===== src/rtl/hs_pkg.sv =====
// Shared definitions for the byte valid/ready channel: byte width, byte type,
// and the default stall watchdog limit.
package hs_pkg;

  localparam int DATA_W = 8;

  typedef logic [DATA_W-1:0] hs_data_t;

  localparam int STALL_LIMIT_DEFAULT = 16;

endpackage


===== src/rtl/hs_byte_fifo_src_if.sv =====
// Byte channel bundle: producer side (in_*) and responder side (valid/data/ready).
// The master modport is the FIFO source stage and the slave modport is its environment.
interface hs_byte_fifo_src_if;
  import hs_pkg::*;

  logic     in_valid;
  hs_data_t in_data;
  logic     in_ready;
  logic     valid;
  hs_data_t data;
  logic     ready;

  modport master (
    input  in_valid,
    input  in_data,
    input  ready,
    output in_ready,
    output valid,
    output data
  );

  modport slave (
    output in_valid,
    output in_data,
    output ready,
    input  in_ready,
    input  valid,
    input  data
  );

endinterface


===== src/rtl/hs_stall_wdog.sv =====
// Stall watchdog: counts consecutive cycles where the head byte is offered but
// not taken, and raises a sticky error once the count reaches STALL_LIMIT.
module hs_stall_wdog #(
  parameter int STALL_LIMIT = 16
) (
  input  logic clk,
  input  logic rst,
  input  logic valid,
  input  logic ready,
  output logic stall_err
);

  localparam int CW = $clog2(STALL_LIMIT + 1);

  logic [CW-1:0] cnt_q, cnt_d;
  logic          stall_q, stall_d;
  logic          stalled;

  assign stalled   = valid && !ready;
  assign stall_err = stall_q;

  // Next count (saturating, cleared whenever the stall is broken) and sticky flag
  always_comb begin
    cnt_d   = '0;
    stall_d = stall_q;
    if (stalled) begin
      if (cnt_q != CW'(STALL_LIMIT)) begin
        cnt_d = cnt_q + CW'(1);
      end else begin
        cnt_d = cnt_q;
      end
      if (cnt_q == CW'(STALL_LIMIT - 1)) begin
        stall_d = 1'b1;
      end
    end
  end

  // Counter and flag registers, cleared only by reset
  always_ff @(posedge clk or posedge rst) begin
    if (rst) begin
      cnt_q   <= '0;
      stall_q <= 1'b0;
    end else begin
      cnt_q   <= cnt_d;
      stall_q <= stall_d;
    end
  end

endmodule


===== src/rtl/hs_byte_fifo_src.sv =====
// Byte FIFO source stage: buffers producer bytes and presents the head byte
// first-word fall-through on the valid/ready channel. A full FIFO refuses pushes
// even when a pop happens in the same cycle, giving a one-cycle bubble.
// Optional feature macro: HS_STALL_WDOG_EN enables the stall watchdog; when
// undefined stall_err is tied low and no watchdog logic exists.
module hs_byte_fifo_src
  import hs_pkg::*;
#(
  parameter int DEPTH = 8
`ifdef HS_STALL_WDOG_EN
  , parameter int STALL_LIMIT = STALL_LIMIT_DEFAULT
`endif
) (
  input  logic                       clk,
  input  logic                       rst,
  hs_byte_fifo_src_if.master         ch,
  output logic [$clog2(DEPTH):0]     level,
  output logic                       stall_err
);

  localparam int AW = $clog2(DEPTH);

  logic [AW-1:0] wr_ptr_q, wr_ptr_d;
  logic [AW-1:0] rd_ptr_q, rd_ptr_d;
  logic [AW:0]   level_q, level_d;
  hs_data_t      mem_q [DEPTH];

  logic full;
  logic empty;
  logic push;
  logic pop;

  assign full  = (level_q == (AW+1)'(DEPTH));
  assign empty = (level_q == '0);

  assign ch.in_ready = !rst && !full;
  assign ch.valid    = !empty;
  assign ch.data     = mem_q[rd_ptr_q];
  assign level       = level_q;

  assign push = ch.in_valid && ch.in_ready;
  assign pop  = ch.valid && ch.ready;

  // Pointer advance and occupancy update from this cycle's push/pop
  always_comb begin
    wr_ptr_d = wr_ptr_q;
    rd_ptr_d = rd_ptr_q;
    level_d  = level_q;
    if (push) begin
      wr_ptr_d = wr_ptr_q + AW'(1);
    end
    if (pop) begin
      rd_ptr_d = rd_ptr_q + AW'(1);
    end
    case ({push, pop})
      2'b10:   level_d = level_q + (AW+1)'(1);
      2'b01:   level_d = level_q - (AW+1)'(1);
      default: level_d = level_q;
    endcase
  end

  // Control registers; reset empties the FIFO so valid drops immediately
  always_ff @(posedge clk or posedge rst) begin
    if (rst) begin
      wr_ptr_q <= '0;
      rd_ptr_q <= '0;
      level_q  <= '0;
    end else begin
      wr_ptr_q <= wr_ptr_d;
      rd_ptr_q <= rd_ptr_d;
      level_q  <= level_d;
    end
  end

  // Byte storage; the head slot is never the write target unless the FIFO is empty
  always_ff @(posedge clk) begin
    if (push) begin
      mem_q[wr_ptr_q] <= ch.in_data;
    end
  end

`ifdef HS_STALL_WDOG_EN
  hs_stall_wdog #(
    .STALL_LIMIT (STALL_LIMIT)
  ) u_wdog (
    .clk       (clk),
    .rst       (rst),
    .valid     (ch.valid),
    .ready     (ch.ready),
    .stall_err (stall_err)
  );
`else
  assign stall_err = 1'b0;
`endif

endmodule


===== src/flat_wrapper.sv =====
// flat-port wrapper written by rule: the top's interface ports become plain ports
module hs_byte_fifo_src_flat import hs_pkg::*;
#(
  parameter int DEPTH = 8

)
  (clk, rst, level, stall_err, ch_in_valid, ch_in_data, ch_ready, ch_in_ready, ch_valid, ch_data);
  hs_byte_fifo_src_if ch_i ();
  input  logic clk;
  input  logic rst;
  output logic [$clog2(DEPTH):0] level;
  output logic stall_err;
  input wire logic [$bits(ch_i.in_valid)-1:0] ch_in_valid;
  input wire logic [$bits(ch_i.in_data)-1:0] ch_in_data;
  input wire logic [$bits(ch_i.ready)-1:0] ch_ready;
  output wire logic [$bits(ch_i.in_ready)-1:0] ch_in_ready;
  output wire logic [$bits(ch_i.valid)-1:0] ch_valid;
  output wire logic [$bits(ch_i.data)-1:0] ch_data;
  assign ch_i.in_valid = ch_in_valid;
  assign ch_i.in_data = ch_in_data;
  assign ch_i.ready = ch_ready;
  assign ch_in_ready = ch_i.in_ready;
  assign ch_valid = ch_i.valid;
  assign ch_data = ch_i.data;
  hs_byte_fifo_src #(.DEPTH(DEPTH)) u_core (.clk(clk), .rst(rst), .ch(ch_i), .level(level), .stall_err(stall_err));
endmodule

===== config.mk =====
export PLATFORM = sky130hd
export DESIGN_NAME = hs_byte_fifo_src_flat
export DESIGN_NICKNAME = d
export VERILOG_FILES = /design/src/rtl/hs_pkg.sv /design/src/rtl/hs_byte_fifo_src_if.sv /design/src/rtl/hs_stall_wdog.sv /design/src/rtl/hs_byte_fifo_src.sv /design/src/flat_wrapper.sv
export SDC_FILE = /design/constraint.sdc
export NUM_CORES = 1
export LEC_CHECK = 0
export BUFFER_PORTS_ARGS = -buffer_cell sky130_fd_sc_hd__buf_2
export CORE_ASPECT_RATIO = 0.5
export CORE_MARGIN = 1
export CORE_UTILIZATION = 42
export DETAILED_ROUTE_END_ITERATION = 7
export HOLD_SLACK_MARGIN = 0.1
export PLACE_DENSITY = 0.71
export SLEW_MARGIN = 20
export SYNTH_ARGS = -nofsm -noshare
export SYNTH_HDL_FRONTEND = slang
export SYNTH_SLANG_ARGS = --single-unit

===== constraint.sdc =====
create_clock -name clk -period 3.6 [get_ports clk]
set_input_delay 0.72 -clock clk [delete_from_list [all_inputs] [get_ports clk]]
set_output_delay 0.72 -clock clk [all_outputs]
set_load 0.02 [all_outputs]

Word-level counts from Yosys, hierarchy flattened
Memory sizes are Yosys's and may differ from the RTL's.
Cells that the tools add are included.
- reduce and logical (&&, ||, !) cells: 8
- add/subtract/negate cells: 4
- eq/ne operators: 3
- mux-type cells: 3
- operators with widths (cell ; number):
    $pmux 4 s2 ; 1
    $add 3x1->3 const B ; 2
    $add 4x1->4 const B ; 1
    $eq 4x4->1 const B ; 1
    $logic_not 4->1 ; 1
    $sub 4x1->4 const B ; 1
    $logic_and 1x1->1 ; 3
    $logic_not 1->1 ; 3
    $eq 2x1->1 const B ; 1
    $eq 2x2->1 const B ; 1
    $mux 1 ; 2
    $reduce_bool 2->1 ; 1
- output and inout port bits: 15
- RAM bits: 64
- logic and storage cells: 22
- input port bits: 12
- memories kept: 1
- bits in registers: 10
- memory list (name ; depth ; bits a word ; read ports ; clocked after memory_dff ; write ports ; line ; text):
    u_core.mem_q ; 8 ; 8 ; 1 ; 0 ; 1 ; hs_byte_fifo_src.sv:26 ; hs_data_t mem_q [DEPTH];

Longest topological paths before layout
Gate-level depths: netlist of the first run.
- depth after elaboration: 6
- gate-level depth with buffers: 8
- gate-level depth less buffers: 8

Worst setup path before layout of the first run
OpenSTA, ideal clock, no wires.
- path type: register to register
- start: register u_core.level_q[0], in the netlist u_core.level[0]
- end: register u_core.level_q[3], in the netlist u_core.level[3]
- cell stages (with the launch flop): 9
- path buffers: 0
- clock period less this slack: 2866 ps
- slack: 734 ps
- arrival: 2732 ps
- required time: 3466 ps
- library setup time: 134 ps
- path through: dfrtp_1 or4_4 nand2_1 inv_1 ha_1 ha_1 or4b_2 o311ai_0 o211ai_1
- elaborated cells on any way between the ends: 13
- classes of those cells: add/sub: 2; eq/ne: 3; mux: 1; reduce/logical: 7
- RTL lines (element ; line ; text):
    from (decl) ; hs_byte_fifo_src.sv:25 ; logic [AW:0] level_q, level_d;
    from (signal assigned) ; hs_byte_fifo_src.sv:71 ; level_q <= level_d;
    $logic_not 4->1 * ; hs_byte_fifo_src.sv:34 ; assign empty = (level_q == '0);
    $logic_not 1->1 * ; hs_byte_fifo_src.sv:37 ; assign ch.valid = !empty;
    net ch_valid ; flat_wrapper.sv:17 ; output wire logic [$bits(ch_i.valid)-1:0] ch_valid;
    $logic_and 1x1->1 * ; hs_byte_fifo_src.sv:42 ; assign pop = ch.valid && ch.ready;
    net u_core.pop ; hs_byte_fifo_src.sv:31 ; logic pop;
    $eq 2x1->1 or $eq 2x2->1 (tied branches) ; hs_byte_fifo_src.sv:55 ; case ({push, pop})
    $pmux 4 s2 or $reduce_bool 2->1 (tied branches) ; -- ;
The timed path passes the listed nets; every way through them passes the cells marked *.
A chain may end at the register's enable or synchronous reset.

Final worst setup path of the first run
- start: register u_core.level_q[0], in the netlist u_core.level[0]
- end: register u_core.level_q[3], in the netlist u_core.level[3]
- word-level cells in the longest chain between the ends: 6
- elaborated cells on any way between the ends: 13
- classes of those cells: add/sub: 2; eq/ne: 3; mux: 1; reduce/logical: 7
- RTL lines (element ; line ; text):
    $eq 4x4->1 ; hs_byte_fifo_src.sv:33 ; assign full = (level_q == (AW+1)'(DEPTH));
    $logic_not 1->1 ; hs_byte_fifo_src.sv:36 ; assign ch.in_ready = !rst && !full;
    $logic_and 1x1->1 ; hs_byte_fifo_src.sv:36 ;
    $logic_and 1x1->1 ; hs_byte_fifo_src.sv:41 ; assign push = ch.in_valid && ch.in_ready;
    $eq 2x1->1 or $eq 2x2->1 (tied branches) ; hs_byte_fifo_src.sv:55 ;
    $pmux 4 s2 or $reduce_bool 2->1 (tied branches) ; -- ;
Several ways; a longest one is shown, not always the timed one.

==> results.cfg, run 1 <==
[synthesis]
synth_common_cells = edfxtp_1 (64), mux4_1 (12), dfrtp_1 (10), mux2_2 (10)
synth_edf_count = 64
synth_area_um2 = 3170
synthArstFlopShare_pct = 13.5
synth_top_cell_area_share_pct = 60.7
synth_warnings = 0
ys_seq_area_share_pct = 68.6
yosys.area.top_type = edfxtp_1
ys_types = 36
syn_area_per_cell_um2 = 19.4
synthesis.instances = 163
synth_nets = 181
ys.flop_type = edfxtp_1
ys_ff_latch = 74
yosysMostFrequentCell = edfxtp_1
synthTopCellsByArea = edfxtp_1 (61%), mux4_1 (10%), dfrtp_1 (7.9%), mux2_2 (3.6%), mux4_2 (2.8%)

[critical_path]
cp_top_family = simple AND/OR/NAND/NOR gates
path_common_cell = ha_1
r2r_setup_slack_ns = 0.58
end_kind = register
reg2reg_to = u_core.level[3]
r2r_cells = 8
cp-start-kind = register
critPathBufInv = 1
cp.arrival_ns = 3.21
max_stage_delay_ns = 0.64
cp_slowest_cell = or4b_2
path_cells = or4b_4, and2_4, inv_1, ha_1, ha_1, or4b_2, o311ai_0, o211ai_1
path_max_fanout = 9
worstSetupPathType = reg -> reg
timing.rr.start = u_core.level[0]
cp.required_ns = 3.79

[detailed_routing]
vias_per_cell = 5.39
routed.top_layer = met4
drc = 2
m1WireLength_um = 2450
met2WireLength_um = 2570
routed-via-count = 1568
drtIter0Drc = 129
antenna_left = 0
firstDrtPassIters = 8
wl_met3_um = 289
routedWlPerCell_um = 18.5
wl_um = 5380

[final_layout]
drive_gt1_share_pct = 31.2
area_growth_pct = 15.6
finalNetCount = 213
instances_no_fill = 291
antenna_cells = 0

[cts]
cts_root_buf = clkbuf_16
hold_buffers = 0
cts_setup_buffers = 0
clock_sinks = 74
cts_inserted_buffers = 9
htreeDepth = 3
clk_latency_ns = 0.32
cts_max_path_buffers = 2
cts_resized = 0
clkTransAtPathRegs_ns = 0.05
cts_tree = yes

[global_routing]
grt_max_degree = 19
grt_usage_pct = 15.1
antenna_found_initial = 0
grt_pass1_vias = 1653
overflow = 0
grt_pass1_wl_um = 8620

[sta]
relSlewSlack_pct = 36.9
tightestPinTransition_ns = 0.943
hold_violations = 0
min_period_ns = 3.02
fin_crit_sh_pct = 83.9
rsz0062_at_grt = no
tns_ns = 0
fin_worst_skew_ns = 0.00500
maxSlewViolCount = 0
setup_violations = 0
clock.fmax_mhz = 331

[placement]
dp_hpwl_um = 3510
gp_congestion = 0.712
dp_cells = 276
portBuffers = 25

[die]
core_um2 = 6990
die_y_um = 63.4
initial_core_util_pct = 45.3
boundaryPins = 27
dieArea_um2 = 7910
row_count = 21
die_w_um = 125

[power_and_ir_drop]
power.density_nw_per_um2 = 817
ir_worst_vdd_uv = 323
p_leak_nw = 1.32

[run]
drv_cap = 0

[worst_hold_path]
hp-class = in -> async

[outcome]
status = finished, violations left
violations = DRC
power by group:
group | switching [mW] | leakage, nW | internal (mW)
clock | 0.306 | 0.153 | 0.598
sequential | 0.147 | 0.696 | 1.05
combinational | 0.443 | 0.471 | 0.444
total | 0.896 | 1.32 | 2.09
routing by layer:
metal,up-vias,global-route usage (%)
met3,7,3.91
met4,0,7.41
li1,718,-
met2,40,24.9
met5,-,0
met1,803,18.8
registers in the layout (all words and copies together), names as in the netlist:
name,count
u_core.level,4
u_core.mem_q,64
u_core.rd_ptr_q,3
u_core.wr_ptr_q,3
final cells by class:
type                            count  area, um^2
Timing Repair Buffer               28         148
Tap cell                           92         115
Fill cell                         544        3330
Multi-Input combinational cell     75         891
Inverter                            7        26.3
Clock buffer                        9         225
Clock inverter                      6        82.6
Sequential cell                    74        2170
worst max-delay path by stage:
stage          depth (start not counted)  slack [ns]            start               to
2_1_floorplan                          8        0.73  u_core.level[0]  u_core.level[3]
3_3_place_gp                           9        0.71              rst  u_core.level[3]
3_5_place_dp                           9        0.56              rst  u_core.level[3]
4_1_cts                                8        0.60  u_core.level[0]  u_core.level[3]
5_1_grt                                8        0.50  u_core.level[0]  u_core.level[3]
6_report                               8        0.58  u_core.level[0]  u_core.level[3]
stage by stage:
step	cell area, um^2	utilization (%)	setup WS, ns	hold WS, ns	total power, mW
global placement	3350	48.0	0.707	0.494	2.07
finish	3660	52.4	0.580	0.403	2.99
CTS	3660	52.4	0.598	0.407	3.02
floorplan	3170	-	0.734	0.484	1.91
detailed placement	3350	48.0	0.563	0.527	2.12
global route	3660	52.4	0.504	0.428	3.15
cells in the final DEF, fill, tap and decap left out, drive strengths merged, types with 2 or more instances in the layout:
cell type	count
clkinv	4
nand2	3
ha	5
inv	7
nand2b	2
bufinv	2
and2	2
a21oi	2
xnor2	5
mux2	11
nor3b	2
clkbuf	9
edfxtp	64
or4b	2
buf	28
nand3	4
nor3	2
mux4	16
dfrtp	10
nor2	7
cells by family after synthesis:
family | share of synthesized area (%)
AO/OA/AOI/OAI | 1.34
flip-flops | 68.6
adder cells (fa/ha/maj) | 2.61
buffers and inverters | 3.24
AND/OR/NAND/NOR | 5.26
other | 0.118
XOR/XNOR | 1.66
multiplexers | 17.2
No activity file was read; power rests on OpenSTA's default activity.
==> run 2, diff against run 1 <==
--- a/config.mk
+++ b/config.mk
@@ -5,13 +5,14 @@
 export SDC_FILE = /design/constraint.sdc
 export NUM_CORES = 1
 export LEC_CHECK = 0
+export ABC_AREA = 1
 export BUFFER_PORTS_ARGS = -buffer_cell sky130_fd_sc_hd__buf_2
 export CORE_ASPECT_RATIO = 0.5
 export CORE_MARGIN = 1
 export CORE_UTILIZATION = 42
 export DETAILED_ROUTE_END_ITERATION = 7
 export HOLD_SLACK_MARGIN = 0.1
-export PLACE_DENSITY = 0.71
+export PLACE_DENSITY = 0.7
 export SLEW_MARGIN = 20
 export SYNTH_ARGS = -nofsm -noshare
 export SYNTH_HDL_FRONTEND = slang
==> constraint.sdc (replaced) <==
create_clock -name clk -period 2.79 [get_ports clk]
set_input_delay 0.558 -clock clk [delete_from_list [all_inputs] [get_ports clk]]
set_output_delay 0.558 -clock clk [all_outputs]
set_load 0.02 [all_outputs]
==> run 2 against run 1 <==
The flow now finishes without violations. Largest power group is now combinational cells. Wire length is 22% higher. Clock skew is 0.0014 ns higher. Cell count rose by 75%. Die area rose by 8.3%. Via count rose by 49%. Clock power is 34% higher. Largest cell class unchanged. Register-to-register slack better by 0.07 ns. Count of clock-buffer cells in the layout unchanged. Area after synthesis grew 8.5%. Power grew 43%.
==> results.cfg, run 2 <==
[synthesis]
synth_fa_ha_area_share_pct = 2.40
synth_nets = 379
muxShareOfSynthArea_pct = 0
synth_top_cell_area_share_pct = 55.9
synth_xor_area_share_pct = 1.27
synth_common_cells = nand2_1 (129), nor2_1 (69), edfxtp_1 (64), inv_1 (45), dfrtp_1 (10)
yosysMostFrequentCell = nand2_1
yosys.area.top_type = edfxtp_1
synth_compound_area_share_pct = 0.619
ys_seq_area_share_pct = 63.2
synthTopCellsByArea = edfxtp_1 (56%), nand2_1 (14%), nor2_1 (7.5%), dfrtp_1 (7.3%), inv_1 (4.9%)
syn_area_per_cell_um2 = 9.52
synth_area_um2 = 3440
synthSimpleGateAreaFrac_pct = 24.8
synth_edf_count = 64
synth_warnings = 0
synthesis.instances = 361
ys_ff_latch = 74
ys_types = 24
synth_top_family_by_area = simple AND/OR/NAND/NOR gates
ys.flop_type = edfxtp_1
synthArstFlopShare_pct = 13.5

[detailed_routing]
firstDrtPassIters = 4
drc = 0
routed-via-count = 2330
routedWlPerCell_um = 12.9
antenna_left = 0
drtIter0Drc = 180
wl_um = 6560
vias_per_cell = 4.58

[placement]
dp_hpwl_um = 4030
gp_congestion = 0.800
portBuffers = 25

[global_routing]
antenna_found_initial = 0
grt_pass1_vias = 2205
grt_pass1_wl_um = 10600
grt_usage_pct = 17.4
overflow = 0
grt_max_degree = 45

[critical_path]
end_kind = output port
cp.required_ns = 2.23
timing.rr.start = u_core.level[0]
cp-start-kind = register
path_max_fanout = 44
r2r_cells = 11
worstSetupPathType = reg -> out
cp.arrival_ns = 1.85
critPathLaunch = u_core.rd_ptr_q[0]

[cts]
cts_inserted_buffers = 9
clkTransAtPathRegs_ns = 0.06
cts_root_buf = clkbuf_16
cts_setup_buffers = 0
cts_tree = yes
clock_sinks = 74
cts_resized = 0
htreeDepth = 3
hold_buffers = 0
clk_latency_ns = 0.33
cts_max_path_buffers = 2

[final_layout]
largest_reg_flops = 64
regMostFlops = u_core.mem_q
finalNetCount = 415
drive_gt1_share_pct = 15.5
antenna_cells = 0
layout.area.seq_um2 = 2170
n_fill_cell = 658
multi_input_area_um2 = 1000
final_common_cell = nand2_1
area_growth_pct = 17.2
most-common-layout-cells = nand2_1 (129), nor2_1 (69), edfxtp_1 (64), inv_1 (45), buf_2 (25)

[die]
dieArea_um2 = 8570
row_count = 22
boundaryPins = 27
initial_core_util_pct = 45.1
die_w_um = 130
core_um2 = 7620
die_y_um = 66.0

[sta]
timing.hold.ws_ns = 0.278
maxSlewViolCount = 0
fin_crit_sh_pct = 86.3
tns_ns = 0
fin_worst_skew_ns = 0.00637
min_period_ns = 2.41
hold_violations = 0
setup_violations = 0
rsz0062_at_grt = no
clock.fmax_mhz = 415

[power_and_ir_drop]
seq_power_share_pct = 34.9
clock_power_share_pct = 28.5
power.density_nw_per_um2 = 1060
p_leak_nw = 1.82
p_int_mw = 2.67
p_comb_share_pct = 36.6
p_sw_mw = 1.60
swShare_pct = 37.4
ir_worst_vdd_uv = 629

[worst_hold_path]
hp-class = in -> async

[outcome]
status = finished clean

[run]
drv_cap = 0
run 2: worst paths after layout:
kind / end / slack, ns
setup / recovery: ch_data[7] / 0.38
hold / removal: u_core.level[3] / 0.28
setup reg to reg: u_core.level[3] / 0.65
hold reg to reg: u_core.wr_ptr_q[0] / 0.51
max in group asynchronous: u_core.rd_ptr_q[0] / 2.34
min in group clk: u_core.mem_q[0][7] / 0.50
run 2: through the flow:
stage	total power, mW	util (%)	instance area (um^2)	cells	worst slack (ns)
6_report	4.26	52.8	4030	509	0.382
3_3_place_gp	3.03	48.7	3710	494	0.663
2_1_floorplan	2.68	-	3440	361	0.539
4_1_cts	4.30	52.8	4030	509	0.354
3_5_place_dp	3.07	48.7	3710	494	0.562
5_1_grt	4.58	52.8	4030	509	0.217
run 2: worst max-delay path: stages, from the launching register on:
cell and delay (ns):
dfrtp_2 0.64, buf_12 0.27, nor2_1 0.08, nor2_1 0.12, nand2_1 0.08, nand2_1 0.07
nand2_1 0.04, nand2_1 0.06, buf_2 0.15
run 2: layer usage:
metal	GRT usage (%)	share of wire, %	wire length, um
met2	30.1	49	3210
met3	4.53	3.5	229
met5	0	0	0
met4	7.41	1.6	103
met1	20.8	46	3020
run 2: area by class of cell:
cell class | instances | share of cell area (%)
tap | 108 | 3.36
inverter | 46 | 4.29
clock inverter | 6 | 2.27
timing repair buffer | 37 | 5.65
sequential | 74 | 54.0
clock buffer | 9 | 5.59
multi-input combinational | 229 | 24.9
run 2: power by group through the flow:
stage	clock (mW)	sequential [mW]	combinational [mW]
6_report	1.21	1.49	1.56
5_1_grt	1.29	1.51	1.77
4_1_cts	1.23	1.49	1.58
3_5_place_dp	0	1.51	1.56
3_3_place_gp	0	1.50	1.53
2_1_floorplan	0	1.48	1.20
run 2: cells by family (layout without fill, tap and decap cells):
logic type / after synthesis / after routing
AO/OA/AOI/OAI: 4 / 4
XOR/XNOR: 5 / 5
adder cells (fa/ha/maj): 6 / 6
buffers and inverters: 58 / 98
flip-flops: 74 / 74
other: 1 / 1
AND/OR/NAND/NOR: 213 / 213
==> run 3, diff against run 2 <==
--- a/config.mk
+++ b/config.mk
@@ -16,4 +16,5 @@
 export SLEW_MARGIN = 20
 export SYNTH_ARGS = -nofsm -noshare
 export SYNTH_HDL_FRONTEND = slang
+export SYNTH_HIERARCHICAL = 1
 export SYNTH_SLANG_ARGS = --single-unit
==> run 3 against run 2 <==
Cell count up 0.79%. Utilization is 0.37 points lower. Global-route usage down 0.28 points. Count of clock-buffer cells in the layout unchanged. Critical path type unchanged. Combinational power about the same. Sequential power is essentially flat. Setup slack better by 0.041 ns. Wire length down 2.3%. Fmax is 1.7% higher. Worst hold slack hardly changed. Clock power is 16% lower. Sequential share of layout area up 0.58 points.
==> results.cfg, run 3 <==
[detailed_routing]
drc = 0
vias_per_cell = 4.57
firstDrtPassIters = 4
routed-via-count = 2342
wl_um = 6410
routedWlPerCell_um = 12.5
drtIter0Drc = 191
antenna_left = 0

[global_routing]
grt_usage_pct = 17.1
overflow = 0
grt_max_degree = 33
grt_pass1_vias = 2291
antenna_found_initial = 0
grt_pass1_wl_um = 10600

[final_layout]
antenna_cells = 0
finalNetCount = 418
regMostFlops = u_core/mem_q
instances_no_fill = 513
n_fill_cell = 682
most-common-layout-cells = nand2_1 (129), nor2_1 (69), edfxtp_1 (64), inv_1 (45), buf_2 (25)
layout.area.seq_um2 = 2170
largest_reg_flops = 64
multi_input_area_um2 = 982
drive_gt1_share_pct = 15.1
area_growth_pct = 16.8
final_common_cell = nand2_1

[cts]
htreeDepth = 3
cts_resized = 0
cts_tree = yes
cts_setup_buffers = 0
clkTransAtPathRegs_ns = 0.06
clk_latency_ns = 0.32
clock_sinks = 74
hold_buffers = 0
cts_inserted_buffers = 9
cts_max_path_buffers = 2
cts_root_buf = clkbuf_16

[critical_path]
critPathBufInv = 2
cp_slowest_cell = dfrtp_2
r2r_cells = 10
path_cells = buf_4, nor2_1, nor2_1, nand2_1, nand2_1, nand2_1, nand2_1, buf_2
r2r_setup_slack_ns = 0.70
max_stage_delay_ns = 0.61
end_kind = output port
cp.required_ns = 2.23
path_max_fanout = 18
reg2reg_to = u_core/level[3]
cp_top_family = flip-flops
timing.rr.start = u_core/level[0]
cp.arrival_ns = 1.81
path_common_cell = nand2_1
cp-start-kind = register
worstSetupPathType = reg -> out

[power_and_ir_drop]
ir_worst_vdd_uv = 636
power.density_nw_per_um2 = 1020
p_leak_nw = 1.82

[synthesis]
synthTopCellsByArea = edfxtp_1 (56%), nand2_1 (14%), nor2_1 (7.6%), dfrtp_1 (7.3%), inv_1 (5.0%)
ys_seq_area_share_pct = 63.7
syn_area_per_cell_um2 = 9.45
synth_warnings = 6
synthArstFlopShare_pct = 13.5
synth_top_cell_area_share_pct = 56.3
synth_area_um2 = 3410
synth_edf_count = 64
yosys.area.top_type = edfxtp_1
ys.flop_type = edfxtp_1
synthesis.instances = 361
ys_types = 24
ys_ff_latch = 74
synth_common_cells = nand2_1 (129), nor2_1 (69), edfxtp_1 (64), inv_1 (45), dfrtp_1 (10)
yosysMostFrequentCell = nand2_1
synth_nets = 379

[outcome]
status = finished clean

[sta]
rsz0062_at_grt = no
maxSlewViolCount = 0
tns_ns = 0
min_period_ns = 2.37
fin_crit_sh_pct = 84.9
fin_worst_skew_ns = 0.00573
clock.fmax_mhz = 422
hold_violations = 0
timing.hold.ws_ns = 0.278
setup_violations = 0

[die]
dieArea_um2 = 8510
core_um2 = 7600
die_w_um = 129
die_y_um = 65.7
row_count = 22
initial_core_util_pct = 44.9
boundaryPins = 27

[placement]
dp_cells = 497
portBuffers = 25
gp_congestion = 0.760
dp_hpwl_um = 4160

[run]
drv_cap = 0

[worst_hold_path]
hp-class = in -> async
==> run 3: worst register-to-register path, delay by kind of cell (launching register included) <==
| family | cells | cell delay, ns |
|---|---|---|
| simple gates | 8 | 1.04 |
| flops | 1 | 0.44 |
| fa+ha+maj | 2 | 0.52 |
==> run 3: cell families (layout without fill, tap and decap cells) <==
logic type	after synthesis	after routing	share of synthesized area, %
fa+ha+maj	6	6	2.42
buf+inv	58	102	7.55
other cells	1	1	0.110
simple gates	213	213	24.3
xor+xnor	5	5	1.28
flops	74	74	63.7
compound gates	4	4	0.623
==> run 3: metal layers <==
metal	up-vias	GRT usage [%]	wire length (um)
met5	-	0	0
met1	1085	21.0	2900
met3	2	4.80	365
met4	0	4.94	34
li1	1205	-	-
met2	50	29.9	3100
==> run 3: worst max-delay path by stage <==
stage,slack (ns),end,cells after the start,startpoint
CTS,0.42,ch_data[1],8,u_core/rd_ptr_q[0]
global placement,0.67,u_core/level[3],10,rst
detailed placement,0.64,u_core/level[3],10,rst
finish,0.42,ch_data[2],8,u_core/rd_ptr_q[0]
floorplan,0.56,u_core/level[3],9,rst
global route,0.26,ch_data[2],8,u_core/rd_ptr_q[0]
==> run 3: stage by stage <==
step                      utilization [%]  worst slack (ns)  area, um^2  power (mW)
after CTS                            52.5             0.417        3990        4.09
after global placement               48.9             0.673        3710        3.03
after detailed placement             48.9             0.643        3710        3.06
after floorplan                         -             0.559        3410        2.66
after global routing                 52.5             0.263        3990        4.37
final                                52.5             0.422        3990        4.05
==> run 3: area by class of cell <==
class,instances,share of cell area (%)
timing repair buffer,40,6.28
tap,108,3.39
clock inverter,7,1.16
multi-input combinational,229,24.6
sequential,74,54.5
clock buffer,9,5.65
inverter,46,4.33
==> run 3: power breakdown <==
group	internal (mW)	leakage [nW]	switching, mW
clock	0.597	0.129	0.419
sequential	1.34	0.699	0.132
combinational	0.549	0.990	1.01
total	2.49	1.82	1.56
